==> src/rtl/i2s_frame_receiver.sv <==
// i2s_frame_receiver: oversampled I2S pin front-end that aligns slots
// from WS transitions and presents per-channel samples on valid/ready.
module i2s_frame_receiver #(
  parameter int SAMPLE_WIDTH = 24,
  parameter int SLOT_WIDTH   = 32,
  parameter int SYNC_STAGES  = 2
) (
  input  logic                    clk,
  input  logic                    reset,
  input  logic                    i2s_bclk,
  input  logic                    i2s_ws,
  input  logic                    i2s_sd,
  input  logic                    sample_ready,
  output logic [SAMPLE_WIDTH-1:0] sample_data,
  output logic                    sample_right,
  output logic                    sample_valid,
  output logic                    locked,
  output logic                    frame_error,
  output logic                    overrun
);

  localparam int IW = (SLOT_WIDTH > 1) ? $clog2(SLOT_WIDTH) : 1;
  localparam logic [IW-1:0] LAST_SAMPLE = IW'(SAMPLE_WIDTH - 1);
  localparam logic [IW-1:0] LAST_SLOT   = IW'(SLOT_WIDTH - 1);

  typedef enum logic [1:0] {
    UNLOCKED,
    SHIFT,
    SKIP
  } state_t;

  logic [SYNC_STAGES-1:0]  bclk_sync_q;
  logic [SYNC_STAGES-1:0]  ws_sync_q;
  logic [SYNC_STAGES-1:0]  sd_sync_q;
  logic                    bclk_prev_q;
  logic                    bclk_s, ws_s, sd_s;
  logic                    rise, ws_edge;

  state_t                  state_q, state_d;
  logic [IW-1:0]           idx_q, idx_d;
  logic                    chan_q, chan_d;
  logic [SAMPLE_WIDTH-1:0] shreg_q, shreg_d;
  logic                    ws_prev_q, ws_prev_d;
  logic                    ws_seen_q, ws_seen_d;
  logic                    complete;

  logic [SAMPLE_WIDTH-1:0] data_q, data_d;
  logic                    right_q, right_d;
  logic                    valid_q, valid_d;
  logic                    ferr_q, ferr_d;
  logic                    ovr_q, ovr_d;

  always_ff @(posedge clk) begin
    if (reset) begin
      bclk_sync_q <= '0;
      ws_sync_q   <= '0;
      sd_sync_q   <= '0;
      bclk_prev_q <= 1'b0;
    end else begin
      bclk_sync_q <= {bclk_sync_q[SYNC_STAGES-2:0], i2s_bclk};
      ws_sync_q   <= {ws_sync_q[SYNC_STAGES-2:0], i2s_ws};
      sd_sync_q   <= {sd_sync_q[SYNC_STAGES-2:0], i2s_sd};
      bclk_prev_q <= bclk_s;
    end
  end

  assign bclk_s = bclk_sync_q[SYNC_STAGES-1];
  assign ws_s   = ws_sync_q[SYNC_STAGES-1];
  assign sd_s   = sd_sync_q[SYNC_STAGES-1];
  assign rise   = bclk_s & ~bclk_prev_q;
  // No edge until one WS value has been captured since reset.
  assign ws_edge = rise & ws_seen_q & (ws_s ^ ws_prev_q);

  always_comb begin
    state_d   = state_q;
    idx_d     = idx_q;
    chan_d    = chan_q;
    shreg_d   = shreg_q;
    ws_prev_d = ws_prev_q;
    ws_seen_d = ws_seen_q;
    complete  = 1'b0;
    ferr_d    = 1'b0;
    if (rise) begin
      ws_prev_d = ws_s;
      ws_seen_d = 1'b1;
      unique case (state_q)
        UNLOCKED: begin
          if (ws_edge) begin
            state_d = SHIFT;
            idx_d   = '0;
            chan_d  = ws_s;
          end
        end
        SHIFT: begin
          shreg_d  = {shreg_q[SAMPLE_WIDTH-2:0], sd_s};
          complete = (idx_q == LAST_SAMPLE);
          if (ws_edge) begin
            ferr_d = ~complete;
            idx_d  = '0;
            chan_d = ws_s;
          end else begin
            idx_d = idx_q + 1'b1;
            if (complete) state_d = SKIP;
          end
        end
        SKIP: begin
          if (ws_edge) begin
            state_d = SHIFT;
            idx_d   = '0;
            chan_d  = ws_s;
          end else begin
            idx_d = idx_q + 1'b1;
          end
        end
        default: state_d = UNLOCKED;
      endcase
      // Slot overran its maximum length without a WS transition.
      if (state_q != UNLOCKED && !ws_edge && idx_q == LAST_SLOT) begin
        ferr_d  = 1'b1;
        state_d = UNLOCKED;
        idx_d   = '0;
      end
    end
  end

  always_comb begin
    data_d  = data_q;
    right_d = right_q;
    valid_d = valid_q;
    ovr_d   = 1'b0;
    if (valid_q && sample_ready) valid_d = 1'b0;
    if (complete) begin
      if (!valid_q || sample_ready) begin
        data_d  = shreg_d;
        right_d = chan_q;
        valid_d = 1'b1;
      end else begin
        ovr_d = 1'b1;
      end
    end
  end

  always_ff @(posedge clk) begin
    if (reset) begin
      state_q   <= UNLOCKED;
      idx_q     <= '0;
      chan_q    <= 1'b0;
      shreg_q   <= '0;
      ws_prev_q <= 1'b0;
      ws_seen_q <= 1'b0;
      data_q    <= '0;
      right_q   <= 1'b0;
      valid_q   <= 1'b0;
      ferr_q    <= 1'b0;
      ovr_q     <= 1'b0;
    end else begin
      state_q   <= state_d;
      idx_q     <= idx_d;
      chan_q    <= chan_d;
      shreg_q   <= shreg_d;
      ws_prev_q <= ws_prev_d;
      ws_seen_q <= ws_seen_d;
      data_q    <= data_d;
      right_q   <= right_d;
      valid_q   <= valid_d;
      ferr_q    <= ferr_d;
      ovr_q     <= ovr_d;
    end
  end

  assign sample_data  = data_q;
  assign sample_right = right_q;
  assign sample_valid = valid_q;
  assign locked       = (state_q != UNLOCKED);
  assign frame_error  = ferr_q;
  assign overrun      = ovr_q;

endmodule

==> config.mk <==
export PLATFORM = sky130hd
export DESIGN_NAME = i2s_frame_receiver
export DESIGN_NICKNAME = d
export VERILOG_FILES = /design/src/rtl/i2s_frame_receiver.sv
export SDC_FILE = /design/constraint.sdc
export NUM_CORES = 1
export LEC_CHECK = 0
export ABC_AREA = 0
export CAP_MARGIN = 10
export CORE_ASPECT_RATIO = 2
export CORE_MARGIN = 1
export CORE_UTILIZATION = 52
export CTS_CLUSTER_SIZE = 16
export DETAILED_ROUTE_END_ITERATION = 10
export MAX_ROUTING_LAYER = met4
export PLACE_DENSITY = 0.78
export SLEW_MARGIN = 10
export SYNTH_ARGS = -nofsm -noshare
export SYNTH_HDL_FRONTEND = slang
export SYNTH_SLANG_ARGS = --single-unit
==> constraint.sdc <==
create_clock -name clk -period 2.46 [get_ports clk]
set_input_delay 0.738 -clock clk [delete_from_list [all_inputs] [get_ports clk]]
set_output_delay 0.738 -clock clk [all_outputs]
set_load 0.01 [all_outputs]
==> summary by stage, run 1 <==
Synthesis
The number of instances in the synthesized netlist is 263. The net count after synthesis is 277. The mapped netlist covers 2800 sq um. By area, the combinational part of the netlist is dominated by compound AO/OA/AOI/OAI gates. For this run, the leading register cell type out of synthesis is dfxtp_1. The synthesized design contains 69 register bits.

For this run, asynchronously set or reset flops after synthesis account for 0%. Counting distinct cell types in the post-synthesis netlist gives 41. Measured against the total synthesized area, the mux share comes to 10.4%. The sequential area share after synthesis is 49.3%. The synthesized-area fraction occupied by adder cells is 3.57%. The synthesized netlist devotes 15.8% of its cell area to compound gates. The synthesized netlist devotes 15.5% of its cell area to simple gates. In this run, synthesis inferred 0 flip-flops with an integrated enable. The yosys synthesis warning count is 0.

The mean cell area of the mapped netlist is 10.7 sq um. After Yosys synthesis, XOR and XNOR cells account for 0.893% of the synthesized area.

Clocking
The number of setup buffers added after CTS is 0. The clock-pin slew on the worst setup and hold paths is 0.08 ns. TritonCTS built the clock tree.

The number of clock buffers added by TritonCTS is 9. Clock tree synthesis found a total of 69 sinks. The cell sitting at the root of the clock tree is a clkbuf_8. The H-tree was split into 3 levels. The insertion delay of the later-clocked pin in the worst-skew pair is 0.34 ns.

Counting along the longest clock path gives a buffer depth of 2.

Placed design
The placed standard-cell area is 3170 sq um. The number of buffers inserted by port buffering is 34. After detailed placement, the design holds a cell count of 345. The HPWL after detailed placement is 3650 um. The final RePlAce weighted congestion is 0.751. At the placement stage, the worst setup path has a slack of 0.172 ns.

Finish
The post-layout instance count excluding filler cells is 360. Across the whole layout, storage elements account for 1380 sq um. The fraction of final layout cells with drive strength greater than 1 is 17.2%. The number of inserted filler cells in the final layout is 435. 0 antenna diodes ended up in the layout. The final core utilization is 65.3%.

The multi-input logic area is 1290 sq um. Summing all non-filler instances in the final layout gives an area of 3390 sq um. Relative to the synthesized area, the layout overhead comes to 20.9%. The final layout contains 312 nets.

Pwr
The analysis attributes to cell leakage a power of 1.36 nW. Total power for the finished layout comes to 2.16 mW. The largest voltage drop on the vdd net is 0.642 mV. The cell area power density is 637 nW/um^2.

Timing
The final number of hold-violating endpoints came to 0. The measured slew at the worst slew-check pin is 0.428 ns. The period utilization is 96.2%. The final setup slack of the worst path is 0.0940 ns. The final number of max-transition violations is 0. The headroom to the max-slew limit is 71.4%. The final critical delay including setup and external delays is 2.37 ns. Clock skew on the completed layout was measured at 0.00829 ns. The final setup violation count is 0. The maximum operating frequency is 0.423 GHz.

Worst setup path
The length in cells of the worst reg-to-reg path is 7. The arrival time of data at the critical path endpoint is 1.63 ns. The worst setup path is of the register to primary output kind.

Along the worst path, the maximum fanout reaches 5. The startpoint type of the worst setup path is a register. The setup check on the worst reg-to-reg path leaves a slack of 0.52 ns. The critical path required time is 1.72 ns. STA classifies the critical path endpoint as a primary output.

Floorplanning
The starting density of the core is 54.0%. For this design the top-level I/O count stands at 35. The floorplan step defined a core boundary enclosing 5180 sq um.

In this run the horizontal extent of the chip is 53.9 um. In this run the vertical extent of the chip is 106 um. The floorplan has 37 rows.

The die area is 5700 sq um.

Status
The flow ran to the end, and the final reports show no timing, DRC or antenna violations.

Min path
The tightest min-delay check is of the register to register type. Along the worst hold path, the cell count comes to 1.

Global routing
For this run, the total global-route usage over all layers was measured as 22.2%. The via count of the first global-routing pass is 1956. Entering global routing, the biggest net connects 49 pins. The total overflow left after global routing is 0. The number of antenna violations at the first check in global routing is 0.

The first-pass GRT wire length is 8840 um.

Drt
In this run the remaining antenna-violating nets after routing total 0. The number of detailed-route iterations in the first pass is 4. The overall routed net length is 5320 um.

The via count of the routed design is 1957. The total DRC errors in the routed layout is 0. The routed wirelength normalized by instance count is 14.8 um. The initial detailed-routing violation count is 30. Using the TritonRoute via totals, the vias-per-cell ratio works out to 5.44.

Flow run
The count of maximum capacitance violations is 0.
[flip-flops by register name (all words and copies together), names as in the netlist, 2 cells and up]
| name | flops |
|---|---|
| sample_data | 24 |
| state_q | 2 |
| sd_sync_q | 2 |
| shreg_q | 24 |
| bclk_sync_q | 2 |
| idx_q | 5 |
| ws_sync_q | 2 |
[cells in the mapped netlist, types with 2 or more instances]
master | count | share of area (%)
buf_6 | 5 | 2.0
buf_4 | 2 | 0.54
nand3_1 | 4 | 0.71
nor2b_1 | 8 | 1.8
nor3_1 | 3 | 0.54
clkbuf_1 | 7 | 0.94
nand3b_1 | 2 | 0.54
nand2_1 | 6 | 0.80
mux2i_1 | 29 | 10
o2bb2ai_1 | 2 | 0.63
nand2b_1 | 3 | 0.67
nor2_1 | 58 | 7.8
inv_1 | 7 | 0.94
dfxtp_1 | 69 | 49
a211oi_2 | 24 | 11
ha_1 | 8 | 3.6
a21oi_1 | 2 | 0.36
[metal layers]
layer | global-route usage (%) | vias up | part of all wire [%]
li1 | - | 987 | -
met1 | 22.8 | 920 | 40
met2 | 36.7 | 33 | 55
met3 | 5.34 | 17 | 2.7
met4 | 12.0 | 0 | 2.9
met5 | - | - | 0
[worst paths after layout]
path	start	endpoint
worst min-delay path	sd_sync_q[0]	sd_sync_q[1]
worst max register to register	state_q[1]	sample_right
worst min register to register	sd_sync_q[0]	sd_sync_q[1]
worst max-delay path	state_q[1]	locked
[kinds of logic after synthesis]
family	count (synthesis)
simple gates	92
buf+inv	22
xor+xnor	2
fa+ha+maj	8
mux	29
compound gates	41
flops	69
[critical path: stages (launching register included)]
cell and delay (ns):
dfxtp_1 0.38, inv_1 0.12, ha_2 0.22, inv_1 0.06
clkdlybuf4s50_1 0.52
[power by group]
group / switching [mW] / leakage [nW] / internal, mW
registers: 0.00444 / 0.558 / 1.12
logic: 0.0279 / 0.704 / 0.0165
clock network: 0.421 / 0.101 / 0.564
total: 0.453 / 1.36 / 1.70
[layout by cell type, fill, tap and decap left out, drive strengths merged, types with 3 or more instances in the layout]
cell type	n
clkbuf	9
buf	6
ha	8
inv	7
dfxtp	69
clkdlybuf4s50	33
nand2b	3
nor3	3
nor2	58
nand3	4
a211oi	25
mux2i	29
nor2b	8
nand2	6
[through the flow]
stage / setup TNS (ns) / hold slack [ns]
after floorplan: 0 / 0.414
after global placement: 0 / 0.421
after detailed placement: 0 / 0.426
after CTS: 0 / 0.443
after global routing: -0.000152 / 0.458
final: 0 / 0.441
[layout make-up]
class / instances / area share, %
repair buffers: 39 / 11.8
inverters: 7 / 0.776
well taps: 58 / 2.14
clock buffers: 9 / 3.66
flip-flops and latches: 69 / 40.8
multi-input cells: 172 / 38.2
clock inverters: 6 / 2.62
[what timing repair did]
| action | CTS | global route |
|---|---|---|
| hold buffers | 0 | 0 |
| gates resized for setup | 1 | 1 |
| endpoints found under the setup margin | 1 | 1 |
| pin swaps | 0 | 0 |
(Power assumes the default switching activity.)
==> run 2: changes to the inputs <==
--- a/config.mk
+++ b/config.mk
@@ -14,6 +14,7 @@
 export DETAILED_ROUTE_END_ITERATION = 10
 export MAX_ROUTING_LAYER = met4
 export PLACE_DENSITY = 0.78
+export SETUP_SLACK_MARGIN = 0.3
 export SLEW_MARGIN = 10
 export SYNTH_ARGS = -nofsm -noshare
 export SYNTH_HDL_FRONTEND = slang
==> run 2 against run 1 <==
Effect of this change: clock skew barely moved; largest power group unchanged; critical path type unchanged; highest routed layer unchanged; design area rose by 0.37%; clock power barely moved; first-iteration DRC count fell by 33%; critical path depth did not move; hold slack barely moved.
==> summary by stage, run 2 (synthesis gave the netlist of run 1 again) <==
Status
Result of the run: finished clean (unchanged).

Timing
Setup repair after global routing left no endpoint under its margin. The final setup violation count is 0 (unchanged). The measured slew at the worst slew-check pin is 0.415 ns (was 0.428 ns). The period utilization is 84.6% (was 96.2%). The final number of max-transition violations was 0 (unchanged). The headroom to the max-slew limit is 72.2% (was 71.4%). The setup TNS after final layout is 0 ns (unchanged). The final number of hold-violating endpoints is 0 (unchanged). The final critical delay including setup and external delays is 2.08 ns (was 2.37 ns).

The maximum operating frequency is 0.481 GHz (was 0.423 GHz). The final setup skew is 0.00806 ns (was 0.00829 ns).

Floorplanning
The starting density of the core came to 54.0% (unchanged). The die width is 53.9 um (unchanged). The number of cell rows came to 37 (unchanged).

The count of pins on the block boundary is 35 (unchanged). The die area is 5700 sq um (unchanged). The height of the die is 106 um (unchanged).

The area of the placeable core is 5180 sq um (unchanged).

Finish
The number of inserted filler cells in the final layout is 434 (was 435). Leading cell types in the layout, fill and taps excluded: 67 x dfxtp_1, 58 x nor2_1, 32 x clkdlybuf4s50_1, 29 x mux2i_1, 24 x a211oi_2 (was 68 x dfxtp_1, 58 x nor2_1, 33 x clkdlybuf4s50_1, 29 x mux2i_1, 24 x a211oi_2). The post-layout instance count excluding filler cells was 360 (unchanged). The most common library cell in the layout ignoring fill and taps is dfxtp_1 (unchanged). The total number of nets in the final design came to 312 (unchanged). The fraction of final layout cells with drive strength greater than 1 came to 17.5% (was 17.2%). The number of antenna cells inserted was 0 (unchanged). The area growth from synthesis to layout came to 21.3% (was 20.9%).

The post-route standard cell area excluding fillers is 3400 sq um (was 3390 sq um). The final core utilization is 65.5% (was 65.3%).

Worst setup path
The length in cells of the worst reg-to-reg path is 7 (unchanged). The end of the worst register-to-register path is sample_right (unchanged). The most prevalent standard cell on the critical path is inv_1 (unchanged). The endpoint of the worst setup timing path is locked (unchanged).

Cell-by-cell trace of the critical path: inv_1, ha_4, inv_1, dlygate4sd2_1 (was inv_1, ha_2, inv_1, clkdlybuf4s50_1). The start-to-end type of the worst setup path is register to primary output (unchanged). The timing startpoint of the critical path is state_q[0] (was state_q[1]). The arrival time of data at the critical path endpoint is 1.34 ns (was 1.63 ns). The startpoint type of the worst setup path is a register (unchanged). The startpoint of the worst-slack reg-to-reg timing path is state_q[1] (unchanged). The largest fanout on the critical path is 5 (unchanged).

The critical path capture point type is a primary output (unchanged). The critical path required time is 1.72 ns (about the same). The delay of the slowest cell on the worst path is 0.36 ns (was 0.52 ns). The cell with the largest stage delay on the worst path is dfxtp_4 (was clkdlybuf4s50_1). The register-to-register setup slack is 0.49 ns (was 0.52 ns).

Clocking
The clock-pin slew on the worst setup and hold paths came to 0.08 ns (about the same). The buffer levels on the longest clock path was 2 (unchanged). The total number of clock tree sinks came to 69 (unchanged). The CTS root buffer is clkbuf_8 (unchanged).

The insertion delay of the later-clocked pin in the worst-skew pair was 0.34 ns (about the same). The TritonCTS clock tree is done (unchanged). The number of H-tree branching levels was 3 (unchanged).

The number of setup buffers added after CTS came to 0 (unchanged). The count of hold-fix buffers inserted at cts was 0 (unchanged). The TritonCTS buffer count was 9 (unchanged). The number of gates resized after cts is 5 (was 1).

Drt
The initial detailed-routing violation count is 20 (was 30). The via count of the routed design is 1954 (was 1957). The remaining antenna violation count is 0 (unchanged). The total DRC errors in the routed layout is 0 (unchanged). The routed via count divided by cell count is 5.43 (was 5.44). The overall routed net length is 5350 um (was 5320 um). The met2 routed wirelength is 2920 um (was 2900 um).

The number of detailed-route iterations in the first pass is 4 (unchanged). The amount of wire on met3 after detailed routing is 150 um (was 143 um). The met1 wire length is 2140 um (was 2120 um). The top routing layer in use is met4 (unchanged).

The routed wirelength normalized by instance count is 14.9 um (was 14.8 um).

Flow run
The count of maximum capacitance violations is 0 (unchanged).

Placed design
The placed standard-cell area was 3170 sq um (unchanged). The placed instance count is 345 (unchanged). The final RePlAce weighted congestion is 0.751 (unchanged).

The total half-perimeter wirelength after legalization and detailed placement is 3650 um (unchanged). The number of buffers inserted by port buffering is 34 (unchanged).

Global routing
The pin count of the biggest net entering global routing is 49 (unchanged). The total global routing overflow is 0 (unchanged). The first-pass GRT wire length is 8840 um (unchanged).

The via count of the first global-routing pass came to 1969 (was 1956). The total track usage came to 22.2% (unchanged). The number of antenna violations at the first check in global routing is 0 (unchanged).

Pwr
The largest voltage drop on the vdd net was 0.640 mV (was 0.642 mV). The static power due to leakage is 1.37 nW (was 1.36 nW). The cell area power density is 634 nW/um^2 (was 637 nW/um^2).

The total power consumption of the routed design is 2.16 mW (about the same).

Min path
The type of the most critical hold path is register to register (unchanged).
-- run 2: layer usage --
layer / vias to the layer above / GRT usage, %
met5: - / -
met4: 0 / 12.0
met3: 13 / 5.34
met2: 42 / 36.8
met1: 912 / 22.7
li1: 987 / -
-- run 2: metrics by stage --
stage	hold slack, ns	setup WS (ns)
finish	0.441	0.380
CTS	0.443	0.341
detailed placement	0.426	0.172
floorplan	0.414	0.730
global route	0.458	0.307
global placement	0.421	0.229
-- run 2: cell type report --
| type | instances | area, sq um | share of cell area, % |
|---|---|---|---|
| sequential | 69 | 1390 | 40.8 |
| multi-input combinational | 172 | 1300 | 38.4 |
| timing repair buffer | 39 | 397 | 11.7 |
| clock buffer | 9 | 124 | 3.65 |
| clock inverter | 6 | 88.8 | 2.61 |
| tap | 58 | 72.6 | 2.14 |
| inverter | 7 | 26.3 | 0.773 |
-- run 2: worst min-delay path by stage --
stage | start | to | slack (ns) | cells past startpoint
after floorplan | bclk_sync_q[0] | bclk_sync_q[1] | 0.41 | 1
after global placement | bclk_sync_q[0] | bclk_sync_q[1] | 0.42 | 1
after detailed placement | sd_sync_q[0] | sd_sync_q[1] | 0.43 | 1
after CTS | sd_sync_q[0] | sd_sync_q[1] | 0.44 | 1
after global routing | sd_sync_q[0] | sd_sync_q[1] | 0.46 | 1
final | sd_sync_q[0] | sd_sync_q[1] | 0.44 | 1
-- run 2: critical path, delay by kind of cell (launching register included) --
family	cells	cell delay (ns)
buffers and inverters	3	0.46
flip-flops	1	0.36
adder cells (fa/ha/maj)	1	0.18
-- run 2: where the power goes --
part | internal [mW] | switching (mW)
sequential | 1.12 | 0.00446
combinational | 0.0165 | 0.0279
clock | 0.564 | 0.421
total | 1.70 | 0.454
